<file path="src/rtl/icache_controller.sv">
// Direct-mapped read-only instruction cache with 4-word (128-bit) lines and a stall-based refill FSM.
// Optional hit/miss statistics counters are built only when ICACHE_STATS_EN is defined.
module icache_controller #(
  parameter int INDEX_BITS = 3
) (
  input  logic         CLK,
  input  logic         RESET_N,
  input  logic [31:0]  ADDRESS,
  output logic [31:0]  READDATA,
  output logic         BUSYWAIT,
  output logic         MEM_READ,
  output logic [27:0]  MEM_ADDRESS,
  input  logic [127:0] MEM_READDATA,
  input  logic         MEM_BUSYWAIT,
  output logic [31:0]  HIT_COUNT,
  output logic [31:0]  MISS_COUNT
);

  localparam int LINES = 1 << INDEX_BITS;
  localparam int TAG_W = 28 - INDEX_BITS;

  typedef enum logic [1:0] {IDLE, FETCH, UPDATE} state_t;

  state_t                  state, state_nxt;
  logic [LINES-1:0]        valid;
  logic [TAG_W-1:0]        tag_mem  [LINES];
  logic [127:0]            data_mem [LINES];
  logic [27:0]             miss_blk;
  logic [1:0]              offset;
  logic [INDEX_BITS-1:0]   idx;
  logic [INDEX_BITS-1:0]   miss_idx;
  logic [TAG_W-1:0]        tag;
  logic                    hit;
  logic                    miss_start;
  logic                    unused_addr_bits;

  assign offset           = ADDRESS[3:2];
  assign idx              = ADDRESS[4 +: INDEX_BITS];
  assign tag              = ADDRESS[31:4+INDEX_BITS];
  assign miss_idx         = miss_blk[INDEX_BITS-1:0];
  assign unused_addr_bits = ^ADDRESS[1:0];
  assign hit              = valid[idx] && (tag_mem[idx] == tag);

  // Outputs are forced quiet while reset is held, independent of array contents.
  assign READDATA    = RESET_N ? data_mem[idx][{offset, 5'd0} +: 32] : 32'd0;
  assign MEM_ADDRESS = miss_blk;

  always_comb begin
    state_nxt  = state;
    BUSYWAIT   = 1'b0;
    MEM_READ   = 1'b0;
    miss_start = 1'b0;
    case (state)
      IDLE: begin
        BUSYWAIT = !hit;
        if (!hit) begin
          miss_start = 1'b1;
          state_nxt  = FETCH;
        end
      end
      FETCH: begin
        MEM_READ = 1'b1;
        BUSYWAIT = 1'b1;
        if (!MEM_BUSYWAIT) state_nxt = UPDATE;
      end
      UPDATE: begin
        BUSYWAIT  = 1'b1;
        state_nxt = IDLE;
      end
      default: state_nxt = IDLE;
    endcase
    if (!RESET_N) begin
      BUSYWAIT = 1'b0;
      MEM_READ = 1'b0;
    end
  end

  always_ff @(posedge CLK or negedge RESET_N) begin
    if (!RESET_N) begin
      state    <= IDLE;
      valid    <= '0;
      miss_blk <= '0;
    end else begin
      state <= state_nxt;
      if (miss_start) miss_blk <= ADDRESS[31:4];
      if (state == UPDATE) valid[miss_idx] <= 1'b1;
    end
  end

  // Line payload carries no reset; the valid bit alone qualifies it.
  always_ff @(posedge CLK) begin
    if (state == UPDATE) begin
      data_mem[miss_idx] <= MEM_READDATA;
      tag_mem[miss_idx]  <= miss_blk[27:INDEX_BITS];
    end
  end

`ifdef ICACHE_STATS_EN
  logic [31:0] hit_cnt, miss_cnt;

  always_ff @(posedge CLK or negedge RESET_N) begin
    if (!RESET_N) begin
      hit_cnt  <= '0;
      miss_cnt <= '0;
    end else begin
      if (state == IDLE && hit) hit_cnt  <= hit_cnt + 32'd1;
      if (miss_start)           miss_cnt <= miss_cnt + 32'd1;
    end
  end

  assign HIT_COUNT  = hit_cnt;
  assign MISS_COUNT = miss_cnt;
`else
  assign HIT_COUNT  = 32'd0;
  assign MISS_COUNT = 32'd0;
`endif

endmodule

</file>
<file path="config.mk">
export PLATFORM = sky130hd
export DESIGN_NAME = icache_controller
export DESIGN_NICKNAME = d
export VERILOG_FILES = /design/src/rtl/icache_controller.sv
export SDC_FILE = /design/constraint.sdc
export NUM_CORES = 1
export LEC_CHECK = 0
export CORE_UTILIZATION = 33
export CTS_CLUSTER_SIZE = 25
export DETAILED_ROUTE_END_ITERATION = 6
export SYNTH_ARGS = -nofsm -noshare
export SYNTH_HDL_FRONTEND = slang
export SYNTH_SLANG_ARGS = --single-unit
</file>
<file path="constraint.sdc">
create_clock -name CLK -period 22.2 [get_ports CLK]
set_input_delay 6.66 -clock CLK [delete_from_list [all_inputs] [get_ports CLK]]
set_output_delay 6.66 -clock CLK [all_outputs]
set_load 0.005 [all_outputs]
</file>
# After elaboration in Yosys (flattened, before gate mapping)
# Memory sizes are Yosys's and may differ from the RTL's.
# Index checks and enable logic that the tools add are counted.
# word_totals
register_bits	38
ramBits	1224
output_inout_bits	126
mem_count	2
# mem_list
name	words	width	rd	rd_ports_with_merged_regs	write_ports	line_no	rtl
data_mem	8	128	1	0	1	27	logic [127:0] data_mem [LINES];
tag_mem	8	25	1	0	1	26	logic [TAG_W-1:0] tag_mem [LINES];
# classes
n_lt_le_gt_ge	3
n_eq_ne	5
shifts	1
muxes	16
n_bitwise	1
n_reduce_logical	6
# op_table
operator	n
128-bit by 8-bit indexed part select with 32-bit output	1
32-bit two-way mux	1
25-bit == test	1
1-bit two-way mux	9
3-bit by 4-bit less-than comparator with 1-bit output, second input constant	2
8-bit bitwise OR	1
2-bit two-way mux	2
2-bit inequality test, second input constant	2
2-bit one-hot mux with 2 select lines	1
1-bit binary-select mux with 3-bit select	1
1-bit demux with 3-bit select	1
3-bit by 1-bit greater-or-equal comparator with 1-bit output, second input constant	1
2-bit by 1-bit == test with 1-bit output, second input constant	1
2-bit == test, second input constant	1
1-bit logical AND	2
2-bit zero test	1
1-bit one-hot mux with 2 select lines	1
2-bit AND reduction	1
2-bit OR reduction	1
1-bit zero test	1

# Depth between registers and ports, before layout
# Gate-level depths: netlist of the first run.
# depth
ltp_word	6
mapped_depth	11
ltp_nobuf	7

# Worst setup path after synthesis of the first run
# Ideal clock, no wire load.
# synth_timing
kind	input port to output port
startpoint	input port ADDRESS[4]
endpoint	output port READDATA[24]
arrival_ns	9.255
required_time_ns	15.540
slack_ns	6.285
cell_stages	10
n_path_buf	6
cell_sequence	buf_6 buf_8 buf_2 buf_2 buf_2 buf_1 mux4_2 mux4_2 mux2i_1 nor2b_1
# synth_via
elab_chain_len	3
# synth_rtl
item	line_no	rtl
start: declaration	8	input logic [31:0] ADDRESS,
memory 8 x 128 bit	--	
128-bit by 8-bit indexed part select with 32-bit output	45	assign READDATA = RESET_N ? data_mem[idx][{offset, 5'd0} +: 32] : 32'd0;
32-bit two-way mux	45	
end: declaration	9	output logic [31:0] READDATA,
# No other way between the ends.

# Final worst setup path of the first run
# layout_timing
startpoint	input port ADDRESS[5]
endpoint	output port READDATA[3]
# Same word-level chain as after synthesis.

==> impl_results.md, run 1 <==
* Wire length per cell at 25.4 um
* Proportion of register bits with asynchronous set or reset after synthesis at 3.01%
* RSZ-0062 raised after global routing: no
* TritonCTS clock tree: yes
* Area share of and/or/nand/nor cells after synthesis at 1.22%
* Number of enable-type register cells in the synthesized netlist at 1224
* Cell-by-cell trace of the critical path: buf_8 > buf_4 > buf_4 > mux4_2 > mux4_2 > mux2i_1 > nor2b_1 > clkdlybuf4s50_1
* Hold Path Cell Cnt at 1
* NumNets Final at around 2500
* Critical path data arrival time at roughly 11 ns
* Number of gates resized after CTS at 0
* Crit Path Class: in -> out
* Post-synth design cell area at 49100 um2
* Main combinational cell family by area after synthesis: multiplexers
* Final max-slew violation count at 0
* Io pins at 289
* Required time of the critical path at around 16 ns
* Layout filler cell count at 12830
* FF+latch area at 37700 um2
* Number of DRC violations after detailed-routing iteration 0 at 1489
* Ys flop type: edfxtp_1
* Cell Pwr Density at 101 nW/um2
* Final HPWL from detailed placement at 62200 um
* Number of hold violations in the final report at 0
* Number of placed cells counting well taps at about 4200
* Vias after detailed routing at 21941
* Class of the worst hold path: reg -> reg
* Total design power at 0.00585 W
* Non-filler instance count after layout at 4408
* Final setup viols at 0
* Area taken by multi-input logic gates at 10700 um2
* Number of optimization iterations in the first detailed-route pass at 5
* Grt total ovfl at 0
* Number of buffers and inverters on the critical path at 4
* Root cell of the clock tree: clkbuf_16
* Library cell with the largest summed area after synthesis: edfxtp_1
* Number of antenna violations at the first check in global routing at 36
* Number of buffers created by CTS at 137
* Post-synthesis mux area share at a little under a fifth
* Clock sink total at around 1300
* Cell class contributing the biggest share of worst-path delay: buffers and inverters
* Most area-consuming cells after synthesis: edfxtp_1, mux4_2, dfrtp_1
* Source-to-sink clock delay at the later pin of the worst-skew pair at 0.77 ns
* Tcrit/Tclk final at 80.5%
* Maximum capacitance violations at 0
* Internal power of the cells at 0.00448 W
* Peak clock frequency supported by timing at about 0.056 GHz
* Reg-to-Reg Start: state[0]
* Startpoint class of the critical path: input pin
* Clock-pin slew reported for the worst setup and hold paths after clock tree synthesis at 0.05 ns
* Die W at ~390 um
* Core utilization of the finished layout at 39.1%
* Minimum setup slack among reg-to-reg paths at 18.11 ns
* Global-route wire length before repair at about 160000 um
* Sequential fraction of the synthesis area at between 70% and 80%
* Total detailed-routing wirelength at approximately 110000 um
* Routed vias/inst at 4.98
* Total negative slack for setup checks at 0 ns
* Count of antenna-violating nets left after detailed routing at 0
* YS warnings at 0
* Post-placement cell area at 53400 um2
* Share of synthesized cell area in full adder, half adder and majority cells at 0.153%
* Number of port buffers at 222
* Share of power burned in registers at 51.5%
* GRT Resource Usage Total at 14.9%
* Count of buffers added by post-CTS timing repair for setup at 0
* Distinct cell type count after synthesis at 52
* Reg2reg path depth at 6
* Height of the die at 388 um
* Count of hold buffers inserted by post-cts repair at 0
* Die outline area at 150000 um2
* Syn-to-layout area delta at 17.7%
* Largest fanout on the critical path at between 100 and 150
* Slew @ Worst Pin at ~1.1 ns
* Maximum level of the CTS H-tree at 4
* Total core area at ~150000 um2
* CTS Buffer Depth at 3
* Final cell area excluding filler cells at about 58000 um2
* Leading cell types in the layout, fill and taps excluded: edfxtp_1, mux4_2, clkdlybuf4s50_1, clkbuf_16, mux2i_1
* Proportion of layout cells with a drive suffix above 1 at 26.5%
* Synthesized-area fraction occupied by ao, oa, aoi and oai cells at 0.734%
* Post-synthesis share of cell area spent on xor and xnor gates at 0.268%
* Total number of placement rows at between 100 and 150
* Max Clock Skew at 0.0390 ns
* Number of register bits inferred by synthesis at 1262
* Maximum resistive drop on vdd at ~0.066 mV
* Fraction of power spent switching nets at 23.4%
* Relative slew slack at between 20% and 30%
* Pin count of the biggest net entering global routing at approximately 110
* Hold wc startpoint: valid[4]
* Run status: complete, no violations
* Max incr delay on CP at about 0.95 ns
* Routability congestion estimate at 0.764
* Part of the total power dissipated in combinational logic at 11.0%
* Clock share of power at a little under two fifths
* Gate count of the mapped netlist at ~2100
* Area fraction of the dominant cell type after synthesis at about three quarters
* Starting density of the core at 33.3%
* Residual DRC at 0
* Crit path capture type: output pin
* Crit Reg-Reg Endpoint: data_mem[1][99]
* Leading cell type in the layout, fill and taps excluded: edfxtp_1
* Hold worst-path end: valid[4]
* Vias in the first global route at 23403
* Library cell contributing the largest single delay on the critical path: buf_4
* Net Sw Power at 0.00137 W
* Mean cell area of the mapped netlist at 23.7 um2
* Leakage power of the design at 18.3 nW
* Shortest clock period the worst path allows after layout at 17.87 ns
-- state kept, by name, summed over array words and instances, names as in the netlist --
signal       flops
tag_mem        200
MEM_ADDRESS     28
data_mem      1024
state            2
valid            8
-- stage by stage --
step	setup slack (ns)	hold slack [ns]
final	4.33	0.463
after global routing	4.14	0.485
after CTS	4.26	0.469
after detailed placement	4.27	0.452
after global placement	4.38	0.446
after floorplan	6.29	0.434
-- logic make-up after synthesis --
kind of cell               after synthesis
DFF                                   1262
muxes                                  466
buffers and inverters                  166
and+or+nand+nor                        105
AOI/OAI and AO/OA                       48
xor gates and xnor gates                15
adders and majority gates                6
other                                    1
-- Yosys cell counts, types with 2 or more instances --
master / instances
clkbuf_1: 39
o21a_1: 3
ha_1: 6
mux2i_1: 65
edfxtp_1: 1224
nand2b_1: 7
or2_2: 10
buf_4: 67
and3_1: 5
nor4_1: 4
o22ai_1: 7
nand3_1: 4
o21ai_0: 4
nand2_1: 12
buf_8: 3
mux4_2: 348
a21o_1: 2
and2_1: 2
nor2b_1: 33
inv_1: 6
mux4_1: 6
a22oi_1: 8
o211ai_1: 2
dfrtp_1: 38
mux2_4: 20
buf_1: 21
nor2_1: 13
a31o_2: 4
nor3_1: 6
buf_2: 25
buf_6: 5
or3_1: 3
o2111ai_1: 4
xor2_1: 14
mux2_2: 27
o22a_1: 2
a21oi_1: 5
-- final cells by class --
class	instances	area share, %
flip-flops and latches	1262	65.3
multi-input cells	704	18.5
clock buffers	173	6.31
repair buffers	255	4.41
well taps	1930	4.18
clock inverters	73	1.24
inverters	6	0.0390
diodes	5	0.0217
-- worst max-delay path by stage --
stage	depth (start not counted)	slack [ns]	endpoint	startpoint
after floorplan	10	6.29	READDATA[24]	ADDRESS[4]
after global placement	8	4.38	READDATA[3]	ADDRESS[5]
after detailed placement	8	4.27	READDATA[3]	ADDRESS[5]
after CTS	8	4.26	READDATA[3]	ADDRESS[5]
after global routing	8	4.14	READDATA[3]	ADDRESS[5]
final	8	4.33	READDATA[3]	ADDRESS[5]
-- per-layer routing --
metal | track usage [%] | part of all wire [%] | up-vias | routed length, um
met5 | 0 | 0.18 | - | 207
li1 | - | - | 9294 | -
met4 | 4.52 | 2.1 | 34 | 2400
met1 | 19.5 | 42 | 11807 | 47000
met3 | 3.48 | 5.9 | 177 | 6650
met2 | 24.7 | 50 | 629 | 55700
-- power by group through the flow --
stage / Combinational, W / Clock (W) / Sequential, W
finish: 0.000641 / 0.00219 / 0.00301
global route: 0.000686 / 0.00234 / 0.00304
CTS: 0.000658 / 0.00225 / 0.00302
detailed placement: 0.000656 / 0 / 0.00306
global placement: 0.000651 / 0 / 0.00304
floorplan: 0.000368 / 0 / 0.00307
Note: power is estimated with default switching activity, not from simulation.
==> run 2, diff against run 1 <==
- clock period: 22.2 -> 18.3 ns (I/O delays scaled with it)
==> run 2 against run 1 <==
Utilization down 0.075 points. Count of clock-buffer cells in the layout shrank 3. Sequential power is 22% higher. Critical path depth unchanged. First-iteration DRC count up 2.4%. Wire length decreased by 0.67%. Clock power rose by 19%.
==> impl_results.md, run 2 (synthesized netlist as in run 1, its figures left out) <==
* Run status: complete, no violations
* Slew @ Worst Pin at 1.18 ns (+0.0668 ns)
* Leakage power of the design at 18.2 nW (-0.38%)
* Total number of placement rows at 141 (unchanged)
* Clock sink total at 1262 (unchanged)
* Reg2reg path depth at 6 (unchanged)
* Syn-to-layout area delta at 17.4%
* Vias in the first global route at 23550 (+0.63%)
* Peak clock frequency supported by timing at 0.0652 GHz
* Hold Path Cell Cnt at 1 (unchanged)
* Total core area at 148000 um2 (unchanged)
* Root cell of the clock tree: clkbuf_16
* Source-to-sink clock delay at the later pin of the worst-skew pair at 0.75 ns (-0.02 ns)
* Class of the worst hold path: reg -> reg
* Number of port buffers at 222 (unchanged)
* Routability congestion estimate at 0.762 (-0.29%)
* Io pins at 289 (unchanged)
* Starting density of the core at 33.3% (unchanged)
* Routed vias/inst at 4.98 (about the same)
* Number of DRC violations after detailed-routing iteration 0 at 1525 (+2.4%)
* Final HPWL from detailed placement at 62000 um (-0.28%)
* Shortest clock period the worst path allows after layout at approximately 15 ns
* Number of gates resized after CTS at 0 (unchanged)
* Number of flip-flops under the largest register name at 1024 (unchanged)
* Height of the die at 388 um (unchanged)
* Maximum level of the CTS H-tree at 4 (unchanged)
* RSZ-0062 raised after global routing: no
* Count of antenna-violating nets left after detailed routing at 0 (unchanged)
* Wire length per cell at 25.2 um (-0.58%)
* Max Clock Skew at 0.0231 ns (-0.0159 ns)
* Area taken by multi-input logic gates at 10700 um2 (unchanged)
* Number of antenna violations at the first check in global routing at 30 (-17%)
* Number of hold violations in the final report at 0 (unchanged)
* NumNets Final at 2534 (-0.039%)
* Count of buffers added by post-CTS timing repair for setup at 0 (unchanged)
* Pin count of the biggest net entering global routing at 127 (+18%)
* Count of hold buffers inserted by post-cts repair at 0 (unchanged)
* Die W at 388 um (unchanged)
* Post-placement cell area at 53400 um2 (about the same)
* Relative slew slack at 20.8% (-4.6 points)
* Residual DRC at 0 (unchanged)
* Critical path data arrival time at 9.84 ns (-1.37 ns)
* Cell Pwr Density at 122 nW/um2 (+21%)
* Top reg by flops: data_mem
* Clock-pin slew reported for the worst setup and hold paths after clock tree synthesis at 0.06 ns (about the same)
* Maximum resistive drop on vdd at 0.0847 mV (+28%)
* Final max-slew violation count at 0 (unchanged)
* Largest fanout on the critical path at 88 (-16%)
* Vias after detailed routing at 21935 (-0.027%)
* Leading cell types in the layout, fill and taps excluded: edfxtp_1, mux4_2, clkdlybuf4s50_1, clkbuf_16, mux2i_1
* Proportion of layout cells with a drive suffix above 1 at 26.2% (-0.27 points)
* Place WS at 2.94 ns (-1.33 ns)
* PnR worst setup slack at 2.97 ns (-1.36 ns)
* Global-route wire length before repair at 162000 um (about the same)
* Required time of the critical path at 12.81 ns (-2.73 ns)
* Tcrit/Tclk final at a little over four fifths
* Maximum capacitance violations at 0 (unchanged)
* FF+latch area at 37700 um2 (unchanged)
* TritonCTS clock tree: yes
* Crit path capture type: output pin
* Final setup viols at 0 (unchanged)
* Die outline area at 150000 um2 (unchanged)
* Leading cell type in the layout, fill and taps excluded: edfxtp_1
* CTS Buffer Depth at 3 (unchanged)
* Total negative slack for setup checks at 0 ns (unchanged)
* Number of optimization iterations in the first detailed-route pass at 5 (unchanged)
* GRT Resource Usage Total at 14.9% (-0.058 points)
* Startpoint class of the critical path: input pin
* Layout filler cell count at 12831 (+0.0078%)
* Total design power at 0.00704 W (+20%)
* Final cell area excluding filler cells at 57700 um2 (-0.19%)
* Number of buffers created by CTS at 134 (-2.2%)
* Total detailed-routing wirelength at 111000 um (-0.67%)
* Core utilization of the finished layout at 39.1% (-0.075 points)
* Grt total ovfl at 0 (unchanged)
* Crit Path Class: in -> out
## run 2: where the power goes
part           switching [W]  leakage, nW  internal [W]  total [W]
Clock                0.00111         2.06       0.00150    0.00261
Sequential          0.000133         11.5       0.00352    0.00366
Combinational       0.000421         4.66      0.000356   0.000776
Total                0.00166         18.2       0.00538    0.00704
## run 2: metrics by stage
stage,hold WS (ns),std cells
2_1_floorplan,0.434,2132
3_3_place_gp,0.446,4159
3_5_place_dp,0.449,4159
4_1_cts,0.472,4398
5_1_grt,0.492,4399
6_report,0.472,4404
## run 2: worst paths after layout
kind	endpoint	start	slack (ns)
setup reg to reg	data_mem[1][71]	state[0]	14.12
hold reg to reg	valid[6]	valid[6]	0.47
setup / recovery	READDATA[24]	ADDRESS[5]	2.97
max in group asynchronous	MEM_ADDRESS[11]	RESET_N	12.63
min in group asynchronous	MEM_ADDRESS[8]	RESET_N	4.70
hold / removal	valid[6]	valid[6]	0.47
## run 2: final cells by class
type,instances,area share [%]
inverter,6,0.0391
tap,1930,4.19
timing repair buffer,257,4.42
multi-input combinational,704,18.6
antenna,6,0.0260
clock buffer,170,6.16
clock inverter,69,1.21
sequential,1262,65.4
## run 2: layer usage
metal | wire length (um) | global-route usage, % | vias to the layer above
met1 | 46500 | 19.5 | 11719
met3 | 7240 | 3.84 | 187
met5 | 187 | 0 | -
li1 | - | - | 9300
met2 | 54600 | 24.3 | 699
met4 | 2650 | 4.38 | 30
## run 2: critical path: stages
cell	delay, ns
buf_8	0.54
buf_4	0.79
buf_4	0.82
mux4_2	0.43
mux4_2	0.52
mux2i_1	0.34
nor2b_1	0.10
clkdlybuf4s50_1	0.46
